$ cat src/rtl/vending_pkg.sv
// Shared definitions for the vending controller: coin codes and clock rate.
// The vending FSM decodes the same coin codes this front end produces.
package vending_pkg;

  localparam int CLK_HZ = 50_000_000;

  localparam logic [1:0] COIN_NONE = 2'b00;
  localparam logic [1:0] COIN_HALF = 2'b01;
  localparam logic [1:0] COIN_ONE  = 2'b10;

  typedef struct packed {
    logic       valid;
    logic [1:0] val;
  } coin_hold_t;

  function automatic logic [7:0] sat_inc8(input logic [7:0] v);
    return (v == 8'hFF) ? v : v + 8'd1;
  endfunction

endpackage

$ cat src/rtl/coin_debounce.sv
// One coin channel: 2-flop synchroniser, stable-level debounce counter and a
// one-cycle pulse when the debounced level rises.
module coin_debounce #(
  parameter int DEBOUNCE_CYCLES = 1000000,
  parameter int CNT_W           = 20
) (
  input  logic clk_i,
  input  logic rst_ni,
  input  logic din_i,
  output logic rise_o
);

  localparam logic [CNT_W-1:0] LAST = CNT_W'(DEBOUNCE_CYCLES - 1);

  logic             sync1_q, sync2_q;
  logic             stable_q, rise_q;
  logic [CNT_W-1:0] cnt_q;

  always_ff @(posedge clk_i or negedge rst_ni) begin
    if (!rst_ni) begin
      sync1_q  <= 1'b0;
      sync2_q  <= 1'b0;
      stable_q <= 1'b0;
      rise_q   <= 1'b0;
      cnt_q    <= '0;
    end else begin
      sync1_q <= din_i;
      sync2_q <= sync1_q;
      rise_q  <= 1'b0;
      // any return to the accepted level restarts qualification
      if (sync2_q == stable_q) begin
        cnt_q <= '0;
      end else if (cnt_q == LAST) begin
        stable_q <= sync2_q;
        rise_q   <= sync2_q;
        cnt_q    <= '0;
      end else begin
        cnt_q <= cnt_q + 1'b1;
      end
    end
  end

  assign rise_o = rise_q;

endmodule

$ cat src/rtl/coin_input_conditioner.sv
// Coin front end: debounces both coin inputs, rejects simultaneous presses and
// offers single coins to the vending FSM through a one-deep valid/ready slot.
module coin_input_conditioner
  import vending_pkg::*;
#(
  parameter int DEBOUNCE_CYCLES = 1000000,
  parameter int CNT_W           = 20
) (
  input  logic       clk_50MHz,
  input  logic       reset,
  input  logic       in1,
  input  logic       in0_5,
  input  logic       coin_ready,
  output logic       coin_valid,
  output logic [1:0] coin_val,
  output logic       coin_err,
  output logic [7:0] err_cnt
);

  logic rise_one, rise_half;

  coin_debounce #(.DEBOUNCE_CYCLES(DEBOUNCE_CYCLES), .CNT_W(CNT_W)) u_db_one (
    .clk_i (clk_50MHz),
    .rst_ni(reset),
    .din_i (in1),
    .rise_o(rise_one)
  );

  coin_debounce #(.DEBOUNCE_CYCLES(DEBOUNCE_CYCLES), .CNT_W(CNT_W)) u_db_half (
    .clk_i (clk_50MHz),
    .rst_ni(reset),
    .din_i (in0_5),
    .rise_o(rise_half)
  );

  coin_hold_t hold_q, hold_d;
  logic       err_q, err_d;
  logic [7:0] err_cnt_q;
  logic       xfer, both, ev;
  logic [1:0] ev_code;

  assign xfer    = hold_q.valid & coin_ready;
  assign both    = rise_one & rise_half;
  assign ev      = rise_one ^ rise_half;
  assign ev_code = rise_one ? COIN_ONE : COIN_HALF;

  // a slot being drained this cycle can accept the new coin without loss
  always_comb begin
    hold_d = hold_q;
    err_d  = both | (ev & hold_q.valid & ~xfer);
    if (!hold_q.valid || xfer) begin
      hold_d.valid = ev;
      hold_d.val   = ev ? ev_code : COIN_NONE;
    end
  end

  always_ff @(posedge clk_50MHz or negedge reset) begin
    if (!reset) begin
      hold_q    <= '{valid: 1'b0, val: COIN_NONE};
      err_q     <= 1'b0;
      err_cnt_q <= 8'h00;
    end else begin
      hold_q <= hold_d;
      err_q  <= err_d;
      if (err_d) err_cnt_q <= sat_inc8(err_cnt_q);
    end
  end

  assign coin_valid = hold_q.valid;
  assign coin_val   = hold_q.val;
  assign coin_err   = err_q;
  assign err_cnt    = err_cnt_q;

endmodule
$ cat config.mk
export PLATFORM = sky130hd
export DESIGN_NAME = coin_input_conditioner
export DESIGN_NICKNAME = d
export VERILOG_FILES = /design/src/rtl/vending_pkg.sv /design/src/rtl/coin_debounce.sv /design/src/rtl/coin_input_conditioner.sv
export SDC_FILE = /design/constraint.sdc
export NUM_CORES = 1
export LEC_CHECK = 0
export CORE_AREA = 8 8 110 112
export DETAILED_ROUTE_END_ITERATION = 8
export DIE_AREA = 0 0 118 120
export HOLD_SLACK_MARGIN = 0.1
export SETUP_SLACK_MARGIN = 0.2
export SLEW_MARGIN = 20
export SYNTH_ARGS = -nofsm -noshare
export SYNTH_HDL_FRONTEND = slang
export SYNTH_SLANG_ARGS = --single-unit
$ cat constraint.sdc
create_clock -name clk_50MHz -period 4.2 [get_ports clk_50MHz]
set_clock_uncertainty 0.15 [all_clocks]
set_input_delay 0.84 -clock clk_50MHz [delete_from_list [all_inputs] [get_ports clk_50MHz]]
set_output_delay 0.84 -clock clk_50MHz [all_outputs]
set_load 0.02 [all_outputs]
==> impl_metrics.csv <==
group,metric,value,unit
placement,gp_congestion,0.7562,
cts,cts_made_buffers,9,
worst_setup_path,crit_slowest_cell,"clkdlybuf4s50_1",
layout,antenna_cells,0,
timing,max_slew_margin,0.4835,
synthesis,yosysWarnings,0,
power,seq_power_share,0.532,
worst_setup_path,r2r_cells,5,
placement,port_buffers,16,
placement,place_hpwl,3566,um
synthesis,syn_nets,283,
cts,clkSinkCount,60,
global_route,grt_pass1_wl,9128,um
synthesis,synth_top_area_share,0.5119,
timing,final_max_slew_viol_count,0,
synthesis,synth_cells,272,
timing,fmax,0.4134,GHz
synthesis,synthTopCellsByArea,"dfrtp_1 (51%), xnor2_1 (8.7%), nor2_1 (5.8%)",
floorplan,floorplan.rows,38,
synthesis,synth_top_area_cell,"dfrtp_1",
synthesis,synthesis.area,2933,um^2
global_route,grt-ovfl-total,0,
cts,cts_tree,"built",
global_route,grtUsageTotal,0.07938,
worst_setup_path,path_depth,1,
worst_setup_path,cp_top_family,"buffers and inverters",
power,ir_drop,0.1200,mV
min_path,hp-class,"register to register",
global_route,grt_antenna_before_repair,0,
routing,drc,0,
power,clock_power_share,0.440,
floorplan,die-area,14160,um^2
routing,drt_iter0_markers,107,
cts,post_cts_resized,0,
cts,hold_buffers,0,
timing,fin_setup_tns,0,ns
worst_setup_path,cp_num_buf_inv,1,
timing,post-route-min-period,2.419,ns
synthesis,yosysMostFrequentCell,"dfrtp_1",
worst_setup_path,cp_max_fo,7,
power,p_total,1109,uW
cts,insertion_delay,0.33,ns
routing,wirelength,5126,um
floorplan,start_util,0.2791,
synthesis,ys.flop_type,"dfrtp_1",
layout,area_growth,17.19,%
synthesis,synthArstFlopShare,1.000,
worst_setup_path,slowest_delay,0.65,ns
floorplan,die_h,120,um
timing,hold_viol,0,
cts,clockBufferDepth,2,
worst_setup_path,cp-start-kind,"register",
timing,holdWs,0.2002,ns
floorplan,coreArea,10510,um^2
synthesis,netlist-cell-type-count,33,
routing,routedWlPerCell,11.62,um
synthesis,yosysSeqAreaShare,0.5119,
power,pwr-share-comb,0.027,
synthesis,synth_seq_cells,60,
worst_setup_path,path_class,"register to output port",
layout,fillers,1049,
status,run_status,"completed",
worst_setup_path,cp-end-kind,"output port",
worst_setup_path,crit_chain,"clkdlybuf4s50_1",
timing,tightest_slew,0.7747,ns
layout,drive_gt1_frac,0.1296,
synthesis,syn_avg_cell_area,10.78,um^2
layout,fin_nets,308,
cts,htreeDepth,3,
power,p_sw,240.2,uW
power,switching_share,0.2167,
global_route,grt_pass1_vias,1930,
routing,via_count,2008,
cts,cts_root_buffer,"clkbuf_8",
layout,multi_input_area,1365,um^2
routing,ant_nets,0,
global_route,grt_max_degree,36,
cts,clkTransAtPathRegs,0.06,ns
floorplan,io_pins,17,
timing,fin_crit_sh,0.5759,
power,leakage,0.001420,uW
routing,drt_first_pass_iters,4,
synthesis,synth-edff-count,0,
worst_setup_path,critPathRequiredTime,3.21,ns
cts,cts_setup_buffers,0,
run,cap_violations,0,
min_path,hold_path_depth,0,
synthesis,yosys-top-cells-count,"dfrtp_1 (60), nor2_1 (45), xnor2_1 (29), nand3_1 (16), nand4_1 (16)",
routing,avgViaCountPerCell,4.553,
power,p_int,868.5,uW
layout,regArea,1501,um^2
timing,setup_viol,0,
worst_setup_path,cp.arrival,1.43,ns
floorplan,die_w,118,um
power,power_density,322.6,nW/um^2
timing,rsz0062_at_grt,"no",
stage by stage:
| stage | cell area, um^2 | std cells | setup WS (ns) | util |
|---|---|---|---|---|
| after CTS | 3437 | 441 | 1.759 | 0.3271 |
| after global placement | 3249 | 426 | 1.646 | 0.3092 |
| after detailed placement | 3249 | 426 | 1.601 | 0.3092 |
| after global routing | 3437 | 441 | 1.689 | 0.3271 |
| final | 3437 | 441 | 1.781 | 0.3271 |
| after floorplan | 2933 | 272 | 2.177 | - |
cell families (layout without fill, tap and decap cells):
logic type / Yosys count / in the layout / synth area share
fa+ha+maj: 6 / 6 / 0.02560
xor+xnor: 35 / 35 / 0.1045
buf+inv: 15 / 44 / 0.02261
compound gates: 13 / 13 / 0.03370
flops: 60 / 60 / 0.5119
simple gates: 131 / 131 / 0.2573
mux: 12 / 12 / 0.04437
layout by cell type (no fill, tap or decap), types with 2 or more instances in the layout:
| cell type | count |
|---|---|
| dfrtp_1 | 60 |
| nor2_1 | 45 |
| xnor2_1 | 29 |
| nand3_1 | 16 |
| nand4_1 | 16 |
| clkdlybuf4s50_1 | 15 |
| clkbuf_8 | 13 |
| inv_1 | 12 |
| nand2_1 | 12 |
| nor3_1 | 11 |
| nor4_1 | 8 |
| mux2_2 | 8 |
| and3_1 | 7 |
| xor2_1 | 6 |
| ha_1 | 6 |
| o21ai_0 | 5 |
| mux2i_1 | 4 |
| nor4_4 | 3 |
| a21oi_1 | 3 |
| nand4_4 | 2 |
| a31o_2 | 2 |
| nand2b_1 | 2 |
| and3b_1 | 2 |
layer usage:
| metal | track usage | routed length, um | vias up |
|---|---|---|---|
| met5 | 0 | 0 | - |
| met4 | 0.04323 | 115 | 0 |
| met3 | 0.02912 | 199 | 9 |
| met2 | 0.1229 | 2348 | 24 |
| met1 | 0.09464 | 2463 | 976 |
| li1 | - | - | 999 |
cell type report:
class | count | area share
clock buffer | 14 | 0.05315
timing repair buffer | 17 | 0.04732
sequential | 60 | 0.4368
multi-input combinational | 197 | 0.3972
clock inverter | 1 | 0.001456
inverter | 12 | 0.01311
tap | 140 | 0.05096
path summary, 6_finish.rpt:
check                                             startpoint                            to  slack (ns)
worst max-delay path                  err_cnt[2]$_DFFE_PN0P_                    err_cnt[2]        1.78
worst min-delay path              u_db_one.sync1_q$_DFF_PN0_    u_db_one.sync2_q$_DFF_PN0_        0.20
worst max register to register  u_db_half.cnt_q[0]$_DFF_PN0_  u_db_half.cnt_q[5]$_DFF_PN0_        2.13
worst min register to register    u_db_one.sync1_q$_DFF_PN0_    u_db_one.sync2_q$_DFF_PN0_        0.20
max in group asynchronous                              reset   u_db_one.cnt_q[3]$_DFF_PN0_        2.64
min in group asynchronous                              reset  u_db_one.cnt_q[19]$_DFF_PN0_        0.44
power by group through the flow:
stage	clock network (uW)	logic (uW)	registers [uW]
floorplan	0	14.5	600
global placement	0	31.8	601
detailed placement	0	32.6	601
CTS	504	32.6	590
global route	537	37.6	591
finish	488	30.4	590
state kept, by name, indices dropped and copies added, names as in the netlist:
name                flops
u_db_half.sync1_q       1
u_db_half.stable_q      1
u_db_half.sync2_q       1
u_db_one.rise_o         1
coin_err                1
err_cnt                 8
u_db_one.stable_q       1
coin_val                2
u_db_one.sync1_q        1
coin_valid              1
u_db_one.sync2_q        1
u_db_half.cnt_q        20
u_db_one.cnt_q         20
u_db_half.rise_o        1
worst reg2reg max path: stages, from the launching register on:
cell,delay (ns)
dfrtp_1,0.38
ha_1,0.21
and3_1,0.22
nand3_2,0.15
o31ai_4,0.70
nor2_1,0.12
Note: power is estimated with default switching activity, not from simulation.
